===== config.mk =====
export PLATFORM = sky130hd
export DESIGN_NAME = keypad_serializer
export DESIGN_NICKNAME = d
export VERILOG_FILES = /design/src/rtl/lock_pkg.sv /design/src/rtl/keypad_serializer.sv
export SDC_FILE = /design/constraint.sdc
export NUM_CORES = 1
export LEC_CHECK = 0
export ABC_AREA = 1
export ABC_CLOCK_PERIOD_IN_PS = 1500
export BUFFER_PORTS_ARGS = -buffer_cell sky130_fd_sc_hd__buf_2
export CAP_MARGIN = 20
export CORE_MARGIN = 2
export CORE_UTILIZATION = 40
export CTS_BUF_LIST = sky130_fd_sc_hd__clkbuf_2
export CTS_CLUSTER_DIAMETER = 120
export DETAILED_ROUTE_END_ITERATION = 12
export PLACE_DENSITY = 0.57
export SKIP_CTS_REPAIR_TIMING = 1
export SLEW_MARGIN = 20
export SYNTH_ARGS = -nofsm -noshare
export SYNTH_HDL_FRONTEND = slang
export SYNTH_SLANG_ARGS = --single-unit

===== constraint.sdc =====
create_clock -name clk -period 1.5 [get_ports clk]
set_input_delay 0.3 -clock clk [delete_from_list [all_inputs] [get_ports clk]]
set_output_delay 0.3 -clock clk [all_outputs]
set_load 0.03 [all_outputs]

===== src/rtl/lock_pkg.sv =====
// Shared types and constants for the keypad entry / serial unlock path.
package lock_pkg;

  typedef enum logic [1:0] {
    S_IDLE,
    S_BIT,
    S_GAP,
    S_TAIL
  } ser_state_t;

  localparam int LOCK_CODE_W = 4;

  function automatic int max3(int a, int b, int c);
    int m;
    m = (a > b) ? a : b;
    return (m > c) ? m : c;
  endfunction

endpackage


===== src/rtl/keypad_serializer.sv =====
// Parallel code word to MSB-first ser_val/ser_data stream with
// inter-bit idle gaps, trailing re-arm zeros and synchronous abort.
module keypad_serializer
  import lock_pkg::*;
#(
  parameter int CODE_W    = LOCK_CODE_W,
  parameter int GAP       = 1,
  parameter int TAIL_BITS = 1
) (
  input  logic              clk,
  input  logic              rst,
  input  logic              in_valid,
  input  logic [CODE_W-1:0] in_code,
  output logic              in_ready,
  input  logic              abort,
  output logic              ser_val,
  output logic              ser_data,
  output logic              busy
);

  localparam int CW = $clog2(max3(CODE_W, TAIL_BITS, GAP) + 1);

  ser_state_t        state_q, state_d;
  logic [CODE_W-1:0] sh_q, sh_d;
  logic [CW-1:0]     bits_q, bits_d;
  logic [CW-1:0]     gap_q, gap_d;
  logic [CW-1:0]     tail_q, tail_d;
  logic              val_q, val_d;
  logic              dat_q, dat_d;
  logic              last_bit;

  assign last_bit = (bits_q == CW'(1));

  always_comb begin
    state_d = state_q;
    sh_d    = sh_q;
    bits_d  = bits_q;
    gap_d   = gap_q;
    tail_d  = tail_q;
    unique case (state_q)
      S_IDLE: begin
        if (in_valid && !abort) begin
          sh_d    = in_code;
          bits_d  = CW'(CODE_W);
          state_d = S_BIT;
        end
      end
      S_BIT: begin
        sh_d   = sh_q << 1;
        bits_d = bits_q - CW'(1);
        // Tail count is armed with the last code bit so GAP can
        // tell code, tail and end-of-frame apart by counters alone.
        if (last_bit) tail_d = CW'(TAIL_BITS);
        if (GAP > 0) begin
          gap_d   = CW'(GAP);
          state_d = S_GAP;
        end else if (!last_bit) begin
          state_d = S_BIT;
        end else begin
          state_d = (TAIL_BITS > 0) ? S_TAIL : S_IDLE;
        end
      end
      S_GAP: begin
        if (gap_q > CW'(1)) begin
          gap_d = gap_q - CW'(1);
        end else begin
          gap_d = '0;
          if (bits_q != '0)      state_d = S_BIT;
          else if (tail_q != '0) state_d = S_TAIL;
          else                   state_d = S_IDLE;
        end
      end
      S_TAIL: begin
        tail_d = tail_q - CW'(1);
        if (GAP > 0) begin
          gap_d   = CW'(GAP);
          state_d = S_GAP;
        end else begin
          state_d = (tail_q > CW'(1)) ? S_TAIL : S_IDLE;
        end
      end
      default: state_d = S_IDLE;
    endcase
    if (abort && state_q != S_IDLE) begin
      state_d = S_IDLE;
      sh_d    = '0;
      bits_d  = '0;
      gap_d   = '0;
      tail_d  = '0;
    end
    // Output flops follow the next state so a strobe lines up
    // with the cycle its BIT/TAIL state is current.
    val_d = (state_d == S_BIT) || (state_d == S_TAIL);
    dat_d = (state_d == S_BIT) && sh_d[CODE_W-1];
  end

  always_ff @(posedge clk) begin
    if (rst) begin
      state_q <= S_IDLE;
      sh_q    <= '0;
      bits_q  <= '0;
      gap_q   <= '0;
      tail_q  <= '0;
      val_q   <= 1'b0;
      dat_q   <= 1'b0;
    end else begin
      state_q <= state_d;
      sh_q    <= sh_d;
      bits_q  <= bits_d;
      gap_q   <= gap_d;
      tail_q  <= tail_d;
      val_q   <= val_d;
      dat_q   <= dat_d;
    end
  end

  assign in_ready = (state_q == S_IDLE) && !rst;
  assign busy     = (state_q != S_IDLE);
  assign ser_val  = val_q;
  assign ser_data = dat_q;

endmodule


After elaboration in Yosys (flattened, before gate mapping)
Cells that the tools add are included.
{"block": "totals", "ff_bits": 17, "latchBits": 0, "ramBits": 0, "romBits": 0, "in_bits": 8, "out_inout_bits": 4, "word_cells": 53, "memories": 0}
{"block": "op_classes", "addsub": 3, "mul": 0, "div_mod_pow": 0, "magnitude_cmp": 1, "eq_ne": 8, "shifts": 0, "n_mux": 15, "bitwise": 0, "reduce_logical": 18}
{"op": "$pmux W3 S2", "count": 3}
{"op": "$mux W2", "count": 5}
{"op": "$mux W3", "count": 3}
{"op": "$sub A3 B1 Y3 const B", "count": 3}
{"op": "$mux W4", "count": 2}
{"op": "$pmux W4 S2", "count": 1}
{"op": "$reduce_bool A2 Y1", "count": 4}
{"op": "$eq A2 B2 Y1 const B", "count": 3}
{"op": "$pmux W2 S3", "count": 1}
{"op": "$reduce_bool A3 Y1", "count": 2}
{"op": "$eq A2 B1 Y1 const B", "count": 2}
{"op": "$logic_and A1 B1 Y1", "count": 4}
{"op": "$ne A2 B2 Y1 const B", "count": 2}
{"op": "$reduce_and A2 Y1", "count": 2}
{"op": "$reduce_or A2 Y1", "count": 2}
{"op": "$eq A3 B1 Y1 const B", "count": 1}
{"op": "$gt A3 B1 Y1 const B", "count": 1}
{"op": "$logic_not A1 Y1", "count": 2}
{"op": "$logic_not A2 Y1", "count": 1}
{"op": "$logic_or A1 B1 Y1", "count": 1}

Depth between registers and ports, before layout
Gate-level depths: netlist of the first run.
{"block": "logic_depth", "depth_word": 8, "depth_mapped": 8, "depth_no_buf": 8}

Worst setup path after synthesis of the first run
No wires, ideal clock.
{"block": "synth_path", "path_kind": "register to register", "start": "register, netlist name ser_val", "end": "register dat_q, in the netlist ser_data", "setup_time_ns": 0.112, "t_arrival_ns": 1.277, "t_required_ns": 1.388, "path_slack_ns": 0.111, "stages_incl_launch_ff": 9, "path_buffers": 1, "synth_period_minus_slack_ns": 1.389, "cell_sequence": "dfxtp_1 > buf_6 > inv_2 > nand2_4 > nor2_4 > nor2_4 > nor2_1 > nand2_1 > nor2_1"}
{"item": "to (signal assigned)", "line_no": "keypad_serializer.sv:113", "rtl": "dat_q <= dat_d;"}
{"item": "to (decl)", "line_no": "keypad_serializer.sv:29", "rtl": "logic dat_q, dat_d;"}

Worst setup path in the final report of the first run
{"block": "layout_path", "start": "register state_q[1]", "end": "output in_ready"}
{"block": "layout_via", "elab_chain_cells": 2}
{"item": "from (decl)", "line_no": "keypad_serializer.sv:23", "rtl": "ser_state_t state_q, state_d;"}
{"item": "from (signal assigned)", "line_no": "keypad_serializer.sv:107", "rtl": "state_q <= state_d;"}
{"item": "$logic_not A2 Y1", "line_no": "keypad_serializer.sv:117", "rtl": "assign in_ready = (state_q == S_IDLE) && !rst;"}
{"item": "$logic_and A1 B1 Y1", "line_no": "keypad_serializer.sv:117"}
{"item": "to (decl)", "line_no": "keypad_serializer.sv:14", "rtl": "output logic in_ready,"}
Every way passes these cells.

==> results.json, run 1 <==
{
  "irDropWorstVdd_v": 0.000460,
  "synthDistinctLibCells": 19,
  "clkTransAtPathRegs_ps": 160,
  "cts.htree.levels": 1,
  "ys_seq_elements": 16,
  "syn-instance-count": 121,
  "drt-initial-drc-count": 19,
  "vias_in_the_first_global_route": 682,
  "synth-seq-area-share_pct": 36.8,
  "ctsLongestPathBuffers": 2,
  "synthDominantAreaCellType": "dfxtp_1",
  "finalHoldWorstSlack_ps": 225,
  "route.detailed.vias_per_inst": 4.80,
  "syn2layout_area_growth_pct": 14.2,
  "clock_skew_ps": 4.45,
  "post_route_cells_drive_above_1_share_pct": 19.9,
  "wirelength_um": 1740,
  "io-pin-count": 12,
  "floorplan.die_area_um2": 2570,
  "timing.critical_path.from": "state_q[1]",
  "antenna_found_initial": 0,
  "finalMaxSlewViolations": 0,
  "r2r.worst_path.cells": 5,
  "place.port_buffers": 11,
  "finish.net_count": 153,
  "tightest_slew_ps": 282,
  "core_um2": 2000,
  "placementRows": 16,
  "finish.instance_area_um2": 995,
  "worstSkewPairLatency_ps": 290,
  "grt_util_all_layers_pct": 15.2,
  "pre_cts_ws_ps": 208,
  "cts_root_buf": "clkbuf_2",
  "period_needed_ps": 1450,
  "p_per_area_nw_per_um2": 836,
  "post-dp-hpwl_um": 1390,
  "drtPass1Iterations": 4,
  "timing.critical_path.to_type": "output port",
  "drc": 0,
  "whs_endpoint": "sh_q[1]",
  "tritoncts_clock_tree": "done",
  "diodes": 0,
  "nFillCells": 214,
  "die_height_um": 50.7,
  "final_hold_viol_count": 0,
  "critical_path.reg2reg.endpoint": "tail_q[2]",
  "outcome": "complete, no violations",
  "synthTopCellsByArea": "dfxtp_1, nand2_1, ha_1",
  "reg2reg_launch_point": "tail_q[0]",
  "max_cap_violations": 0,
  "wl_per_instance_um": 10.7,
  "grt_max_degree": 10,
  "cp_max_delay_cell": "dfxtp_4",
  "final_min_period_over_clock_period_pct": 96.7,
  "timing.critical_path.from_type": "flop",
  "cpPeakStageDelay_ps": 400,
  "die_width_um": 50.7,
  "synth.cell_area_um2": 871,
  "worst_ep_required_time_ps": 1200,
  "clock_sink_count": 16,
  "finalCoreUtilization_pct": 49.7,
  "synth.top_cell.area_share_pct": 36.8,
  "cts-buffers-inserted": 3,
  "worst_slew_margin_relative_to_its_limit_pct": 81.2,
  "initial_core_util_pct": 43.5,
  "worst_hold_startpoint": "in_code[1]",
  "setup-tns-final_ps": 0,
  "worstPathArrival_ps": 1150,
  "postRouteAntennaNets": 0,
  "dr_total_vias": 783,
  "worstPathMaxFanout": 7,
  "worstHoldPathCells": 3,
  "setup_slack_ps": 49.3,
  "leakagePower_nw": 0.458,
  "max_clock_freq_ghz": 0.689,
  "synth_area_per_cell_um2": 7.20,
  "grt_remaining_overflow": 0,
  "placed_area_um2": 963,
  "cell_breakdown_of_the_critical_path": "inv_4 > nand2_4 > nor2_4 > buf_6",
  "grt_first_pass_wirelength_um": 2950,
  "min_path_type": "primary input to flop",
  "finalSetupViolCount": 0,
  "ff2ff_setup_slack_ps": 170,
  "worst-setup-path-type": "flop to output port",
  "gp_routability_congestion": 0.828,
  "synth.net_count": 136,
  "yosysWarnings": 0
}
[critical path: cells and delay by family, from the launching register on]
| family | cells | cell delay, ps |
|---|---|---|
| buffers and inverters | 2 | 240 |
| DFF | 1 | 400 |
| and+or+nand+nor | 2 | 220 |
[layout by cell type (no fill, tap or decap), types with 2 or more instances in the layout]
cell and n:
o21ai_0 3, buf_2 10, nor2_1 13, dfxtp_1 14, dfxtp_4 2, nand2_1 26
a21oi_1 14, inv_1 15, nor2_4 2, or2_2 3, clkbuf_2 3, buf_4 2
nand3_1 11, ha_1 7, nand3b_1 2
[worst max-delay path by stage]
stage,cells after the start,endpoint
5_1_grt,4,in_ready
3_3_place_gp,8,ser_data
4_1_cts,4,in_ready
6_report,4,in_ready
2_1_floorplan,8,ser_data
3_5_place_dp,8,ser_data
[cell families (layout without fill, tap and decap cells)]
kind of cell / count (synthesis) / after routing / synth area share [%]
simple gates: 60 / 60 / 32.2
compound gates: 19 / 19 / 11.4
buf+inv: 18 / 33 / 8.62
flops: 16 / 16 / 36.8
fa+ha+maj: 7 / 7 / 10.1
xor+xnor: 1 / 1 / 1.01
[stage by stage]
stage	total power [mW]	std cells
2_1_floorplan	0.597	121
3_3_place_gp	0.647	160
3_5_place_dp	0.646	160
4_1_cts	0.839	163
5_1_grt	0.885	163
6_report	0.832	163
[cell usage after synthesis]
master / count
nand2_1: 26
dfxtp_1: 16
inv_1: 15
a21oi_1: 14
nor2_1: 13
nand3_1: 11
ha_1: 7
o21ai_0: 3
or2_2: 3
inv_2: 2
nand3b_1: 2
nor2_4: 2
buf_6: 1
nand2_2: 1
nand2_4: 1
nor3_1: 1
o211ai_1: 1
o22ai_1: 1
xor2_1: 1
[flip-flops by register name, indices dropped and copies added, names as in the netlist]
register  cells
tail_q        3
bits_q        3
state_q       1
ser_val       1
ser_data      1
sh_q          4
gap_q         3
[power by group]
group          total, mW  switching [mW]  internal, mW
combinational      0.173           0.107        0.0663
clock              0.193           0.139        0.0545
sequential         0.466          0.0179         0.448
[cell type report]
class                           count  area [µm²]  share of cell area [%]
Sequential cell                    16         328                    33.0
Tap cell                           27        33.8                    3.40
Clock buffer                        3        15.0                    1.51
Timing Repair Buffer               13        76.3                    7.67
Inverter                           17        66.3                    6.67
Multi-Input combinational cell     87         475                    47.8
[routing by layer]
metal  vias up  track usage, %  wire [µm]
met3         5            2.98         62
met5         -               0          0
met1       347            19.5        835
met2        14            24.6        808
li1        417               -          -
met4         0            6.76         34
(Power assumes the default switching activity.)
==> run 2, diff against run 1 <==
- CORE_UTILIZATION: 40 -> 30
- PLACE_DENSITY: 0.57 -> 0.45
==> run 2 against run 1 <==
Net effect:
- routed wire length up 9.8%
- register-to-register slack about the same
- combinational power up 15%
- critical endpoint unchanged
- largest cell class unchanged
==> results.json, run 2 (synthesis results as in run 1) <==
{
  "outcome": "complete, no violations",
  "vias_in_the_first_global_route": 774,
  "grt_util_all_layers_pct": 12.9,
  "critical_path.reg2reg.endpoint": "tail_q[2]",
  "power.share.clock_pct": 22.9,
  "setup-tns-final_ps": 0,
  "place.port_buffers": 11,
  "cpLargestDelayFamily": "flip-flops",
  "final_min_period_over_clock_period_pct": 95.7,
  "grt_use_met3_pct": 4.69,
  "cell_breakdown_of_the_critical_path": "inv_4 > nand2_8 > nor2_4 > buf_6",
  "report.power.total_uw": 862,
  "dr_total_vias": 816,
  "max_flop_register": "sh_q",
  "worstSkewPairLatency_ps": 290,
  "grt_remaining_overflow": 0,
  "stdcell_count": 179,
  "cts-buffers-inserted": 3,
  "post_route_cells_drive_above_1_share_pct": 25.7,
  "p_per_area_nw_per_um2": 784,
  "r2r.worst_path.cells": 5,
  "finish.instance_area_um2": 1100,
  "core_um2": 2760,
  "worst-setup-path-type": "flop to output port",
  "placed_area_um2": 998,
  "switching_share_pct": 31.5,
  "clock_skew_ps": 0.694,
  "critPathBufInv": 2,
  "placementRows": 19,
  "ctsLongestPathBuffers": 2,
  "internal_power_uw": 590,
  "io-pin-count": 12,
  "grt_first_pass_wirelength_um": 3230,
  "finalHoldWorstSlack_ps": 224,
  "period_needed_ps": 1430,
  "initial_core_util_pct": 31.6,
  "worstPathArrival_ps": 1130,
  "reg2reg_launch_point": "tail_q[0]",
  "unrepaired_setup_endpoints_after_global_routing": "false",
  "syn2layout_area_growth_pct": 26.3,
  "leakagePower_nw": 0.517,
  "route.detailed.vias_per_inst": 4.56,
  "finalMaxSlewViolations": 0,
  "worstPathMaxFanout": 7,
  "share_comb_of_total_power_pct": 23.0,
  "finalSetupViolCount": 0,
  "wirelength_um": 1910,
  "pwr-share-seq_pct": 54.1,
  "gp_routability_congestion": 0.810,
  "diodes": 0,
  "cts.htree.levels": 1,
  "timing.critical_path.to_type": "output port",
  "clkTransAtPathRegs_ps": 150,
  "critical_path.endpoint": "in_ready",
  "p_switching_uw": 272,
  "antenna_found_initial": 0,
  "finalCoreUtilization_pct": 39.9,
  "die_width_um": 57.9,
  "max_cap_violations": 0,
  "flip_flop_count_of_the_largest_register_after_layout": 4,
  "gr-usage-met2_pct": 20.1,
  "final_common_cell": "nand2_1",
  "drc": 0,
  "tightest_slew_ps": 211,
  "cpPeakStageDelay_ps": 400,
  "pre_cts_ws_ps": 216,
  "post-dp-hpwl_um": 1480,
  "finish.net_count": 164,
  "cp_num_cells": 4,
  "worst_slew_margin_relative_to_its_limit_pct": 86.0,
  "layout.cells.most_common_list": "nand2_1, inv_1, a21oi_1, dfxtp_1",
  "clock_sink_count": 16,
  "timing.critical_path.from_type": "flop",
  "post-place-cells": 168,
  "wl_per_instance_um": 10.7,
  "final_hold_viol_count": 0,
  "timing.critical_path.from": "ser_val",
  "cp_max_delay_cell": "dfxtp_4",
  "setup_slack_ps": 65.1,
  "floorplan.die_area_um2": 3350,
  "ff2ff_setup_slack_ps": 180,
  "worst_ep_required_time_ps": 1200,
  "tritoncts_clock_tree": "done",
  "min_path_type": "primary input to flop",
  "grt_max_degree": 10,
  "layer_carrying_the_most_global_route_usage": "met2",
  "max_clock_freq_ghz": 0.697,
  "irDropWorstVdd_v": 0.000584,
  "postRouteAntennaNets": 0,
  "cts_root_buf": "clkbuf_2",
  "drt-initial-drc-count": 25,
  "drtPass1Iterations": 4,
  "globalRouteMet1Util_pct": 16.8,
  "die_height_um": 57.9
}
[run 2: cell types whose count changed in the layout (fill, tap and decap cells not counted)]
cell,previous run,this run
buf_4,2,13
clkinv_1,0,1
inv_2,1,0
inv_6,0,1
nand2_4,1,0
nand2_8,0,1
[run 2: area by class of cell]
| type | instances | area [µm²] |
|---|---|---|
| Tap cell | 31 | 38.8 |
| Multi-Input combinational cell | 87 | 484 |
| Timing Repair Buffer | 24 | 159 |
| Clock inverter | 1 | 3.75 |
| Sequential cell | 16 | 328 |
| Clock buffer | 3 | 15.0 |
| Fill cell | 293 | 1660 |
| Inverter | 17 | 71.3 |
[run 2: power by group through the flow]
stage | sequential (mW) | clock (mW) | combinational [mW]
final | 0.466 | 0.197 | 0.199
after detailed placement | 0.478 | 0 | 0.182
after global routing | 0.470 | 0.228 | 0.226
after floorplan | 0.476 | 0 | 0.121
after global placement | 0.477 | 0 | 0.185
after CTS | 0.469 | 0.216 | 0.183
[run 2: how the worst min path moves through the flow]
stage	endpoint	start	slack [ps]	cells past startpoint
2_1_floorplan	ser_val	rst	370	1
3_3_place_gp	sh_q[0]	sh_q[0]	450	2
3_5_place_dp	sh_q[0]	sh_q[0]	460	2
4_1_cts	state_q[1]	rst	210	2
5_1_grt	state_q[1]	rst	220	2
6_report	state_q[1]	rst	220	2
[run 2: worst reg2reg max path, stage by stage (launching register included)]
cell and delay, ps:
dfxtp_1 340, inv_1 50, ha_1 200, ha_1 260, or2_2 290, a21oi_1 130
[run 2: routing by layer]
metal / vias to the layer above / wire, µm
li1: 442 / -
met1: 363 / 973
met2: 9 / 855
met3: 2 / 64
met4: 0 / 17
met5: - / 0
==> run 3, diff against run 2 <==
- BUFFER_PORTS_ARGS: -buffer_cell sky130_fd_sc_hd__buf_2 -> -buffer_cell sky130_fd_sc_hd__buf_4
- CTS_BUF_LIST: sky130_fd_sc_hd__clkbuf_2 -> not set
==> run 3 against run 2 <==
Net effect:
- power increased by 12%
- global-route usage rose by 0.19 points
- worst setup slack better by 10 ps
- utilization shrank 0.14 points
- clock-buffer cell count up 1
- highest routed layer unchanged
==> results.json, run 3 (synthesis results as in run 1) <==
{
  "cpLargestDelayFamily": "flip-flops",
  "worst-setup-path-type": "flop to output port",
  "timing.critical_path.from_type": "flop",
  "period_needed_ps": 1420,
  "worstSkewPairLatency_ps": 300,
  "share_comb_of_total_power_pct": 20.6,
  "clock_skew_ps": 10.0,
  "die_height_um": 57.9,
  "outcome": "complete, no violations",
  "leakagePower_nw": 0.508,
  "final_hold_viol_count": 0,
  "gp_routability_congestion": 0.824,
  "final_min_period_over_clock_period_pct": 95.0,
  "finish.net_count": 160,
  "cts-buffers-inserted": 3,
  "finalSetupViolCount": 0,
  "diodes": 0,
  "tritoncts_clock_tree": "done",
  "cpPeakStageDelay_ps": 380,
  "report.power.total_uw": 963,
  "timing.critical_path.to_type": "output port",
  "drtPass1Iterations": 4,
  "placed_area_um2": 1030,
  "min_path_type": "primary input to flop",
  "worst_slew_margin_relative_to_its_limit_pct": 87.0,
  "finish.instance_area_um2": 1100,
  "pre_cts_ws_ps": 213,
  "grt_remaining_overflow": 0,
  "worstPathArrival_ps": 1120,
  "place.port_buffers": 11,
  "irDropWorstVdd_v": 0.000533,
  "setup_slack_ps": 75.6,
  "max_cap_violations": 0,
  "clock_sink_count": 16,
  "worst_ep_required_time_ps": 1200,
  "flip_flop_count_of_the_largest_register_after_layout": 4,
  "core_um2": 2760,
  "critPathBufInv": 2,
  "placementRows": 19,
  "vias_in_the_first_global_route": 772,
  "cp_max_delay_cell": "dfxtp_4",
  "power.share.clock_pct": 31.1,
  "dr_total_vias": 797,
  "max_clock_freq_ghz": 0.702,
  "post-dp-hpwl_um": 1530,
  "tightest_slew_ps": 195,
  "finalMaxSlewViolations": 0,
  "layout.cells.most_common_list": "nand2_1, buf_4, inv_1, a21oi_1, dfxtp_1",
  "floorplan.die_area_um2": 3350,
  "cts_root_buf": "clkbuf_4",
  "clkTransAtPathRegs_ps": 110,
  "p_per_area_nw_per_um2": 879,
  "setup-tns-final_ps": 0,
  "p_switching_uw": 281,
  "grt_max_degree": 10,
  "postRouteAntennaNets": 0,
  "final_common_cell": "nand2_1",
  "grt_util_all_layers_pct": 13.1,
  "die_width_um": 57.9,
  "wl_per_instance_um": 10.9,
  "route.detailed.vias_per_inst": 4.55,
  "initial_core_util_pct": 31.6,
  "ctsLongestPathBuffers": 2,
  "max_flop_register": "sh_q",
  "drc": 0,
  "io-pin-count": 12,
  "drt-initial-drc-count": 37,
  "unrepaired_setup_endpoints_after_global_routing": "false",
  "antenna_found_initial": 0,
  "internal_power_uw": 682,
  "cell_breakdown_of_the_critical_path": "inv_4 > nand2_4 > nor2_4 > buf_6",
  "worstPathMaxFanout": 7,
  "grt_first_pass_wirelength_um": 3230,
  "syn2layout_area_growth_pct": 25.9,
  "cts.htree.levels": 1,
  "wirelength_um": 1910,
  "post_route_cells_drive_above_1_share_pct": 24.3,
  "switching_share_pct": 29.2,
  "pwr-share-seq_pct": 48.3
}
[run 3: final timing paths]
path | slack, ps | cells past startpoint | to | from
max | 80 | 4 | in_ready | ser_val
min | 200 | 2 | ser_val | rst
max reg2reg | 200 | 5 | tail_q[2] | tail_q[0]
min reg2reg | 460 | 2 | bits_q[1] | bits_q[1]
[run 3: cell type report]
type,count,area (µm²)
Multi-Input combinational cell,87,475
Inverter,17,66.3
Fill cell,289,1660
Tap cell,31,38.8
Sequential cell,16,325
Timing Repair Buffer,20,154
Clock buffer,4,36.3
[run 3: stage by stage]
stage / util [%] / hold slack [ps] / instances
6_report: 39.7 / 195 / 175
3_5_place_dp: 37.2 / 454 / 168
3_3_place_gp: 37.2 / 449 / 168
4_1_cts: 38.5 / 195 / 172
2_1_floorplan: - / 369 / 121
5_1_grt: 39.7 / 187 / 175
[run 3: power groups by stage]
stage	registers, mW	clock network, mW	logic, mW
after global routing	0.469	0.331	0.225
after floorplan	0.476	0	0.121
final	0.466	0.300	0.198
after detailed placement	0.478	0	0.193
after global placement	0.477	0	0.195
after CTS	0.468	0.313	0.193
[run 3: per-layer routing]
| layer | track usage, % | vias up | part of all wire [%] |
|---|---|---|---|
| met5 | 0 | - | 0 |
| met1 | 16.4 | 348 | 49 |
| met3 | 4.02 | 2 | 3.1 |
| li1 | - | 436 | - |
| met4 | 5.65 | 0 | 1.2 |
| met2 | 20.6 | 11 | 47 |
